===== src/rtl/calculator_display.sv =====
// Signed 16-bit result to 8-digit multiplexed 7-segment display.
// Iterative double-dabble BCD conversion, leading-zero blanking, sign and "Err" handling.
module calculator_display #(
  parameter int unsigned REFRESH_DIV = 100000
) (
  input  logic        clk,
  input  logic        reset,
  input  logic        load,
  input  logic [15:0] value_in,
  input  logic        err_in,
  output logic        busy,
  output logic        done,
  output logic [6:0]  seg_n,
  output logic        dp_n,
  output logic [7:0]  an_n
);

  localparam int unsigned CW = (REFRESH_DIV > 2) ? $clog2(REFRESH_DIV) : 1;

  typedef enum logic [1:0] {S_IDLE, S_CONV, S_COMMIT} state_t;

  state_t      r_state, w_next;
  logic        w_busy, w_done;
  logic [3:0]  r_cnt;
  logic [15:0] r_mag;
  logic [19:0] r_bcd, w_adj;
  logic        r_sign_l, r_err_l;
  logic [19:0] r_disp;
  logic        r_sign, r_err;
  logic [CW-1:0] r_refresh;
  logic [2:0]  r_idx;
  logic [6:0]  r_seg_n, w_seg;
  logic [7:0]  r_an_n;
  logic [4:1]  w_blank;

  function automatic logic [6:0] enc(input logic [3:0] d);
    case (d)
      4'd0:    enc = 7'h40;
      4'd1:    enc = 7'h79;
      4'd2:    enc = 7'h24;
      4'd3:    enc = 7'h30;
      4'd4:    enc = 7'h19;
      4'd5:    enc = 7'h12;
      4'd6:    enc = 7'h02;
      4'd7:    enc = 7'h78;
      4'd8:    enc = 7'h00;
      4'd9:    enc = 7'h10;
      default: enc = 7'h7F;
    endcase
  endfunction

  always_ff @(posedge clk or negedge reset) begin
    if (!reset) r_state <= S_IDLE;
    else        r_state <= w_next;
  end

  always_comb begin
    w_next = r_state;
    w_busy = 1'b0;
    w_done = 1'b0;
    case (r_state)
      S_IDLE:   if (load) w_next = S_CONV;
      S_CONV: begin
        w_busy = 1'b1;
        if (r_cnt == 4'd15) w_next = S_COMMIT;
      end
      S_COMMIT: begin
        w_busy = 1'b1;
        w_done = 1'b1;
        w_next = S_IDLE;
      end
      default:  w_next = S_IDLE;
    endcase
  end

  assign busy = w_busy;
  assign done = w_done;

  always_comb begin
    w_adj = '0;
    for (int unsigned i = 0; i < 5; i++)
      w_adj[4*i +: 4] = (r_bcd[4*i +: 4] >= 4'd5) ? r_bcd[4*i +: 4] + 4'd3 : r_bcd[4*i +: 4];
  end

  always_ff @(posedge clk or negedge reset) begin
    if (!reset) begin
      r_cnt    <= '0;
      r_mag    <= '0;
      r_bcd    <= '0;
      r_sign_l <= 1'b0;
      r_err_l  <= 1'b0;
      r_disp   <= '0;
      r_sign   <= 1'b0;
      r_err    <= 1'b0;
    end else begin
      case (r_state)
        S_IDLE: if (load) begin
          r_err_l  <= err_in;
          r_sign_l <= value_in[15];
          // -32768 negates to 16'h8000, which is 32768 read as unsigned
          r_mag    <= value_in[15] ? 16'(~value_in + 16'd1) : value_in;
          r_bcd    <= '0;
          r_cnt    <= '0;
        end
        S_CONV: begin
          r_bcd <= {w_adj[18:0], r_mag[15]};
          r_mag <= {r_mag[14:0], 1'b0};
          r_cnt <= r_cnt + 4'd1;
        end
        S_COMMIT: begin
          r_disp <= r_bcd;
          r_sign <= r_sign_l;
          r_err  <= r_err_l;
        end
        default: ;
      endcase
    end
  end

  always_ff @(posedge clk or negedge reset) begin
    if (!reset) begin
      r_refresh <= '0;
      r_idx     <= '0;
    end else if (r_refresh == CW'(REFRESH_DIV - 1)) begin
      r_refresh <= '0;
      r_idx     <= (r_idx == 3'd5) ? 3'd0 : r_idx + 3'd1;
    end else begin
      r_refresh <= r_refresh + 1'b1;
    end
  end

  always_comb begin
    w_blank[4] = (r_disp[19:16] == 4'd0);
    w_blank[3] = w_blank[4] && (r_disp[15:12] == 4'd0);
    w_blank[2] = w_blank[3] && (r_disp[11:8]  == 4'd0);
    w_blank[1] = w_blank[2] && (r_disp[7:4]   == 4'd0);
  end

  always_comb begin
    w_seg = 7'h7F;
    if (r_err) begin
      case (r_idx)
        3'd2:       w_seg = 7'h06;
        3'd1, 3'd0: w_seg = 7'h2F;
        default:    w_seg = 7'h7F;
      endcase
    end else begin
      case (r_idx)
        3'd0:    w_seg = enc(r_disp[3:0]);
        3'd1:    w_seg = w_blank[1] ? 7'h7F : enc(r_disp[7:4]);
        3'd2:    w_seg = w_blank[2] ? 7'h7F : enc(r_disp[11:8]);
        3'd3:    w_seg = w_blank[3] ? 7'h7F : enc(r_disp[15:12]);
        3'd4:    w_seg = w_blank[4] ? 7'h7F : enc(r_disp[19:16]);
        3'd5:    w_seg = r_sign ? 7'h3F : 7'h7F;
        default: w_seg = 7'h7F;
      endcase
    end
  end

  // Segment and anode registers share one edge so a digit never shows a neighbour's pattern
  always_ff @(posedge clk or negedge reset) begin
    if (!reset) begin
      r_seg_n <= 7'h7F;
      r_an_n  <= 8'hFF;
    end else begin
      r_seg_n <= w_seg;
      r_an_n  <= ~(8'd1 << r_idx);
    end
  end

  assign seg_n = r_seg_n;
  assign an_n  = r_an_n;
  assign dp_n  = 1'b1;

endmodule


===== config.mk =====
export PLATFORM = sky130hd
export DESIGN_NAME = calculator_display
export DESIGN_NICKNAME = d
export VERILOG_FILES = /design/src/rtl/calculator_display.sv
export SDC_FILE = /design/constraint.sdc
export NUM_CORES = 1
export LEC_CHECK = 0
export ABC_CLOCK_PERIOD_IN_PS = 1900
export BUFFER_PORTS_ARGS = -buffer_cell sky130_fd_sc_hd__buf_2
export CAP_MARGIN = 15
export CORE_MARGIN = 2
export CORE_UTILIZATION = 55
export DETAILED_ROUTE_END_ITERATION = 7
export PLACE_DENSITY = 0.76
export SLEW_MARGIN = 15
export SYNTH_ARGS = -nofsm -noshare
export SYNTH_HDL_FRONTEND = slang
export SYNTH_SLANG_ARGS = --single-unit

===== constraint.sdc =====
create_clock -name clk -period 1.9 [get_ports clk]
set_input_delay 0.285 -clock clk [delete_from_list [all_inputs] [get_ports clk]]
set_output_delay 0.285 -clock clk [all_outputs]
set_load 0.01 [all_outputs]

After elaboration in Yosys (flattened, before gate mapping)

Memory sizes are Yosys's and may differ from the RTL's.
Cells that the tools add are included.

Bits in registers: 101
Bits in read-only memories: 560
Input port bits: 20
Output and inout port bits: 18
Logic and storage cells: 88
Memories kept: 5

Add/subtract/negate cells: 9
$lt $le $gt $ge: 5
Eq/ne operators: 11
Shifts and indexed selects: 1
Mux-type cells: 27
Bitwise gates (word level): 2
Reduce and logical (&&, ||, !) cells: 15

Memories:

| memory           | depth | width | rd ports | clocked after memory_dff | write ports | RTL line | source |
|---|---|---|---|---|---|---|---|
| (name not given) | 16    | 7     | 1        | 0                        | 0           | 37       | `case (d)` |
| (name not given) | 16    | 7     | 1        | 0                        | 0           | 37       |  |
| (name not given) | 16    | 7     | 1        | 0                        | 0           | 37       |  |
| (name not given) | 16    | 7     | 1        | 0                        | 0           | 37       |  |
| (name not given) | 16    | 7     | 1        | 0                        | 0           | 37       |  |

Operator list:

| kind                                                              | number |
|---|---|
| two-way mux 7 bit                                                 | 6 |
| case mux 7 bit (6 select lines)                                   | 1 |
| case mux 20 bit (2 select lines)                                  | 1 |
| two-way mux 16 bit                                                | 2 |
| case mux 16 bit (2 select lines)                                  | 1 |
| greater-or-equal comparator 4 x 3 -> 1 bit, second input constant | 5 |
| two-way mux 20 bit                                                | 1 |
| two-way mux 4 bit                                                 | 5 |
| adder 17 x 1 -> 17 bit, second input constant                     | 1 |
| equality test 17 bit, second input constant                       | 1 |
| two-way mux 17 bit                                                | 1 |
| adder 16 x 1 -> 16 bit, second input constant                     | 1 |
| adder 4 x 2 -> 4 bit, second input constant                       | 4 |
| logical NOT 4 bit                                                 | 4 |
| inverter 16 bit                                                   | 1 |
| case mux 7 bit (2 select lines)                                   | 1 |
| inverter 8 bit                                                    | 1 |
| case mux 4 bit (2 select lines)                                   | 1 |
| << shifter 1 x 3 -> 8 bit, first input constant                   | 1 |
| equality test 3 x 2 -> 1 bit, second input constant               | 2 |
| equality test 3 bit, second input constant                        | 2 |
| two-way mux 3 bit                                                 | 2 |
| AND reduction 2 bit                                               | 3 |
| adder 4 x 1 -> 4 bit, second input constant                       | 1 |
| other kinds (15)                                                  | 21 |

Logic depth before layout (Yosys ltp)

Gate-level depths: netlist of the first run.

Depth after elaboration: 7
Mapped depth: 9
Mapped depth without buffers: 7

Worst setup path before layout of the first run

OpenSTA, ideal clock, no wires.

Path type: flip-flop to flip-flop
From: register r_idx[1]
To: register r_seg_n[2] (netlist: seg_n[2])
Library setup time: 0.092 ns
Arrival: 1.741 ns
Required time: 1.808 ns
Path slack: 0.067 ns
Cell stages (with the launch flop): 9
Path buffers: 1
Period minus slack after synthesis: 1.833 ns
Path through: dfrtp_1 and2_1 ha_1 clkbuf_1 nor2b_1 a211oi_4 o21ai_0 a211oi_1 o211ai_1

Longest elaborated chain between the ends: 3
Elaborated cells on any way between the ends: 8
Classes of those cells: 5 x eq/ne; 2 x mux; 1 x reduce/logical

RTL lines:

| element                                           | RTL line | source |
|---|---|---|
| start: declaration                                | 31       | `logic [2:0] r_idx;` |
| start signal: assignment                          | 126      | `r_idx <= (r_idx == 3'd5) ? 3'd0 : r_idx + 3'd1;` |
| equality test 3 bit, or another cell as far along | 148      | `case (r_idx)` |
| case mux 7 bit (6 select lines) *                 | 148      |  |
| two-way mux 7 bit *                               | 141      | `if (r_err) begin` |
| named net w_seg[2]                                | 32       | `logic [6:0] r_seg_n, w_seg;` |
| end signal: assignment                            | 166      | `r_seg_n <= w_seg;` |
| end: declaration                                  | 32       |  |

The timed path passes the listed nets; every way through them passes the cells marked *.
A chain may end at the register's enable or synchronous reset.

Worst setup path after layout of the first run

From: register r_disp[12]
To: register r_seg_n[6] (netlist: seg_n[6])

Longest elaborated chain between the ends: 7
Elaborated cells on any way between the ends: 10
Classes of those cells: 5 x mux; 4 x reduce/logical; 1 x memory

RTL lines:

| element                                                                     | RTL line | source |
|---|---|---|
| start: declaration                                                          | 28       | `logic [19:0] r_disp;` |
| start signal: assignment                                                    | 111      | `r_disp <= r_bcd;` |
| parallel branches: the longest is 5 deep, another holds memory (16 x 7 bit) | n/a      |  |
| case mux 7 bit (6 select lines) *                                           | 148      |  |
| two-way mux 7 bit *                                                         | 141      |  |
| named net w_seg[6]                                                          | 32       |  |

Mark *: on every way through the listed nets, which the timed path passes.

==> flow_metrics.env, run 1 <==
export IMPL_status="complete, no violations"
export IMPL_cts_tree="built"
export IMPL_syn_mean_instance_area_sq_um=9.06
export IMPL_fmax_mhz=535
export IMPL_cts_buffers=9
export IMPL_synth_cell_type_count=64
export IMPL_max_vdd_ir_drop_mv=0.855
export IMPL_ys_seq_area_frac=0.419
export IMPL_endpoint_kind="flip-flop"
export IMPL_fin_util=0.636
export IMPL_crit_fanout=7
export IMPL_slew_viol_final=0
export IMPL_synth_area_leader_cell="dfrtp_1"
export IMPL_grt_max_degree=43
export IMPL_die_area_sq_um=11900
export IMPL_nets=786
export IMPL_rows=38
export IMPL_grt_use_met1=0.298
export IMPL_synthFlopType="dfrtp_1"
export IMPL_synth_seq_cells=101
export IMPL_insertion_delay_ps=390
export IMPL_power_density_nw_per_um2=857
export IMPL_ys_top_cells_by_area="dfrtp_1, ha_1, dfstp_2"
export IMPL_dp_hpwl_mm=9.40
export IMPL_async_reset_ff_frac=1.00
export IMPL_wl_per_cell_um=15.0
export IMPL_required_ps=2200
export IMPL_p_leak_uw=0.00310
export IMPL_fin_crit_sh=0.984
export IMPL_drt_iter0_drc=342
export IMPL_syn_instance_count=671
export IMPL_totalWireLength_mm=13.0
export IMPL_die_height_um=109
export IMPL_hold_viol_final=0
export IMPL_drive_above_1_share=0.194
export IMPL_grt_util_met3=0.0598
export IMPL_diodes=0
export IMPL_grt_pass1_vias=4768
export IMPL_clock_sinks=101
export IMPL_critPathKind="reg2reg"
export IMPL_critical_path_arrival_ps=2170
export IMPL_place_congestion=0.921
export IMPL_timing_final_crit_period_ps=1870
export IMPL_finClkSkew_ps=13.7
export IMPL_coreArea_sq_um=10800
export IMPL_port_buffers=36
export IMPL_die_w_um=109
export IMPL_hp_class="in2reg"
export IMPL_drc=0
export IMPL_ant_nets=0
export IMPL_antenna_found_initial=0
export IMPL_firstDrtPassIters=5
export IMPL_ys_warn_count=0
export IMPL_grt_busiest_layer="met2"
export IMPL_max_cap_viol_count=0
export IMPL_finalSetupViolations=0
export IMPL_vias=4941
export IMPL_grt_overflow=0
export IMPL_ioPinCount=38
export IMPL_tightestPinTransition_ps=523
export IMPL_clkTransAtPathRegs_ps=110
export IMPL_grt_pass1_wl_mm=21.6
export IMPL_syn_area_sq_um=6080
export IMPL_synth_top_area_frac=0.354
export IMPL_synth_most_common_cell="dfrtp_1"
export IMPL_use_met2=0.378
export IMPL_h_tree_depth=3
export IMPL_routed_via_density=5.70
export IMPL_clock_path_buffers=2
export IMPL_start_util=0.563
export IMPL_syn2layout_area_growth_pct=12.9
export IMPL_root_buffer="clkbuf_8"
export IMPL_final_setup_tns_ps=0
export IMPL_synth_top_cells_by_count="dfrtp_1, o21ai_0, nand2_1"
export IMPL_grtUsageTotal=0.231
export IMPL_start_kind="flip-flop"
export IMPL_synth_edf_count=0
export IMPL_syn_nets=735
export IMPL_maxSlewHeadroom=0.648
==> metal layers <==
layer	vias to the layer above	part of all wire
met5	-	0
met4	0	0.021
met3	26	0.055
met2	152	0.48
met1	2331	0.45
li1	2432	-
==> critical path, cell delays in order (launching register included) <==
cell	delay [ps]
dfrtp_1	440
inv_2	100
ha_1	200
nor4b_4	380
nand2_2	160
o21ai_0	150
a211oi_2	120
a31oi_1	240
==> placed cells by master (no fill, tap or decap), drive strengths merged, types with 4 or more instances in the layout <==
cell,instances
nand2,70
nand3,17
inv,51
o31ai,7
nor2,39
nand2b,19
mux2i,10
nor3b,4
a211oi,6
nand4,5
ha,44
dfrtp,86
a21oi,50
o211ai,4
xnor2,17
clkbuf,10
mux2,6
nor4,6
a31o,4
or2,5
buf,67
o221ai,6
o21ai,80
nor3,14
a31oi,11
nor2b,6
and3,5
xor2,21
o22ai,6
dfstp,15
==> final timing paths <==
check                      startpoint             to  slack, ps  depth (start not counted)
max                        r_disp[12]       seg_n[6]         30                          7
min                            err_in        r_err_l        130                          2
max reg2reg                r_disp[12]       seg_n[6]         30                          7
min reg2reg                 r_mag[12]      r_mag[12]        490                          2
max in group asynchronous       reset        an_n[0]        940                          3
min in group asynchronous       reset  r_refresh[12]        380                          2
==> report_power, final <==
part / switching (uW) / internal (uW) / total (uW) / leakage [uW]
Clock: 819 / 763 / 1580 / 0.000117
Combinational: 941 / 668 / 1610 / 0.00169
Sequential: 228 / 2470 / 2690 / 0.00130
Total: 1990 / 3900 / 5880 / 0.00310
==> stage by stage <==
stage	setup WS, ps	area, sq um	power (uW)	cells	hold WS [ps]
5_1_grt	-31.4	6860	6260	867	110
6_report	31.1	6860	5880	867	129
4_1_cts	7.73	6780	5930	860	108
2_1_floorplan	67.3	6080	3740	671	-10.6
3_3_place_gp	132	6540	4240	843	271
3_5_place_dp	-8.90	6540	4320	843	281
==> cell type report <==
cell class | instances | area [sq um]
timing repair buffer | 69 | 468
sequential | 101 | 2550
clock inverter | 7 | 103
clock buffer | 9 | 124
fill | 864 | 3930
tap | 140 | 175
multi-input combinational | 493 | 3260
inverter | 48 | 180
==> flip-flops by register name, summed over array words and instances (netlist names) <==
signal,flops
r_disp,20
r_refresh,17
r_err_l,1
seg_n,7
r_idx,3
r_state,2
r_bcd,20
r_mag,16
an_n,8
r_sign,1
r_sign_l,1
r_cnt,4
r_err,1
==> timing repair <==
| item | in CTS | in global routing |
|---|---|---|
| setup endpoints to repair | 2 | 8 |
| endpoints found under the hold margin | 31 | 0 |
| buffers inserted | 0 | 7 |
| resized for setup | 2 | 15 |
| pin swaps | 0 | 3 |
| hold buffers | 1 | 0 |
==> cell families (layout without fill, tap and decap cells) <==
group | after synthesis | count (layout) | synth area share
xor gates and xnor gates | 38 | 38 | 0.0548
buffers and inverters | 77 | 133 | 0.0506
and+or+nand+nor | 203 | 203 | 0.170
adders and majority gates | 44 | 44 | 0.0906
AOI/OAI and AO/OA | 191 | 191 | 0.187
other | 1 | 1 | 0.000617
muxes | 16 | 16 | 0.0276
DFF | 101 | 101 | 0.419
(Power assumes the default switching activity.)
==> run 2, diff against run 1 <==
- CORE_UTILIZATION: 55 -> 50
- PLACE_DENSITY: 0.76 -> 0.7
==> run 2 against run 1 <==
Combinational power is essentially flat. Hold slack better by 38 ps. Non-clock buffer count fell by 1. Critical path type unchanged. Clock-buffer cell count rose by 2. Clock skew shrank 8.6 ps. Final area is 1.4% higher. Routed wire length increased by 0.85%. Clock power rose by 28%. Utilization down 5.4 points.
==> flow_metrics.env, run 2 (same netlist as run 1, synthesis figures left out) <==
export IMPL_dp_hpwl_mm=9.63
export IMPL_critPathKind="reg2reg"
export IMPL_wl_per_cell_um=15.0
export IMPL_finClkSkew_ps=5.09
export IMPL_max_vdd_ir_drop_mv=0.795
export IMPL_netSwitchingFraction=0.314
export IMPL_grt_overflow=0
export IMPL_design_area_sq_um=6960
export IMPL_timing_final_crit_period_ps=1850
export IMPL_die_area_sq_um=13100
export IMPL_fin_crit_sh=0.972
export IMPL_crit_buf_inv=1
export IMPL_syn2layout_area_growth_pct=14.5
export IMPL_ioPinCount=38
export IMPL_final_setup_tns_ps=0
export IMPL_grtUsageTotal=0.216
export IMPL_diodes=0
export IMPL_clkTransAtPathRegs_ps=70
export IMPL_nets=785
export IMPL_insertion_delay_ps=350
export IMPL_hp_class="in2reg"
export IMPL_clock_sinks=101
export IMPL_grt_pass1_wl_mm=22.7
export IMPL_p_seq_frac=0.424
export IMPL_required_ps=2170
export IMPL_cpPeakStageDelay_ps=390
export IMPL_crit_fanout=8
export IMPL_p_comb_frac=0.256
export IMPL_place_congestion=0.888
export IMPL_slew_viol_final=0
export IMPL_max_cap_viol_count=0
export IMPL_cts_buffers=9
export IMPL_whs_ps=167
export IMPL_fill_cells=1042
export IMPL_totalWireLength_mm=13.1
export IMPL_p_leak_uw=0.00314
export IMPL_slowest_stage="dfrtp_1"
export IMPL_routed_via_density=5.68
export IMPL_tightestPinTransition_ps=553
export IMPL_root_buffer="clkbuf_16"
export IMPL_power_switching_uw=1990
export IMPL_die_w_um=114
export IMPL_rows=40
export IMPL_power_density_nw_per_um2=909
export IMPL_cts_tree="built"
export IMPL_p_int_uw=4340
export IMPL_hold_viol_final=0
export IMPL_grt_pass1_vias=4847
export IMPL_critical_path_arrival_ps=2110
export IMPL_clkPwrFrac=0.319
export IMPL_drt_iter0_drc=399
export IMPL_reg_top3="r_bcd: 20 flops, r_disp: 20 flops, r_refresh: 17 flops"
export IMPL_fin_util=0.582
export IMPL_die_height_um=114
export IMPL_firstDrtPassIters=5
export IMPL_ant_nets=0
export IMPL_vias=4955
export IMPL_maxSlewHeadroom=0.630
export IMPL_start_util=0.508
export IMPL_power_uw=6320
export IMPL_drc=0
export IMPL_h_tree_depth=3
export IMPL_finalSetupViolations=0
export IMPL_fmax_mhz=542
export IMPL_drive_above_1_share=0.185
export IMPL_layout_common_cells="dfrtp_1, o21ai_0, nand2_1"
export IMPL_placed_cell_area_sq_um=6550
export IMPL_critical_path_top_delay_family="compound AO/OA/AOI/OAI gates"
export IMPL_port_buffers=36
export IMPL_coreArea_sq_um=12000
export IMPL_clock_path_buffers=2
export IMPL_crit_chain="buf_4 -> or3_4 -> a31o_2 -> o221ai_1 -> a211oi_1 -> a31oi_1"
export IMPL_status="complete, no violations"
export IMPL_final_common_cell="dfrtp_1"
export IMPL_start_kind="flip-flop"
export IMPL_antenna_found_initial=0
export IMPL_endpoint_kind="flip-flop"
export IMPL_grt_max_degree=49
## run 2: stage by stage
| stage | cells | setup WS (ps) |
|---|---|---|
| 2_1_floorplan | 671 | 67.3 |
| 3_3_place_gp | 851 | 113 |
| 3_5_place_dp | 851 | 16.8 |
| 4_1_cts | 869 | 18.0 |
| 5_1_grt | 873 | -4.14 |
| 6_report | 873 | 53.3 |
## run 2: final cells by class
| type | count | area, sq um | area share |
|---|---|---|---|
| inverter | 48 | 180 | 0.0259 |
| timing repair buffer | 68 | 463 | 0.0665 |
| clock inverter | 5 | 82.6 | 0.0119 |
| tap | 147 | 184 | 0.0264 |
| multi-input combinational | 493 | 3260 | 0.468 |
| clock buffer | 11 | 243 | 0.0349 |
| sequential | 101 | 2550 | 0.366 |
## run 2: power groups by stage
stage / clock, uW / combinational, uW / sequential (uW)
floorplan: 0 / 1070 / 2670
global placement: 0 / 1570 / 2700
detailed placement: 0 / 1640 / 2710
CTS: 2050 / 1640 / 2680
global route: 2160 / 1840 / 2720
finish: 2020 / 1620 / 2680
## run 2: metal layers
| metal | GRT usage | vias to the layer above | share of wire |
|---|---|---|---|
| li1 | - | 2439 | - |
| met1 | 0.280 | 2389 | 0.46 |
| met5 | 0 | - | 0 |
| met4 | 0.0756 | 0 | 0.020 |
| met3 | 0.0408 | 23 | 0.033 |
| met2 | 0.362 | 104 | 0.49 |
## run 2: repair_timing
item	in CTS	in global routing
hold endpoints to repair	31	0
setup endpoints to repair	1	7
hold buffers	1	0
cloned	0	0
pin swaps	0	5
gates resized for setup	0	13
buffers inserted	1	4
## run 2: worst paths after layout
check / from / end / slack [ps] / cells past startpoint
max in group asynchronous: reset / an_n[2] / 800 / 3
hold reg to reg: r_mag[11] / r_mag[11] / 490 / 2
hold / removal: err_in / r_err_l / 170 / 2
setup reg to reg: r_idx[1] / seg_n[6] / 50 / 6
min in group asynchronous: reset / r_refresh[14] / 410 / 2
setup / recovery: r_idx[1] / seg_n[6] / 50 / 6
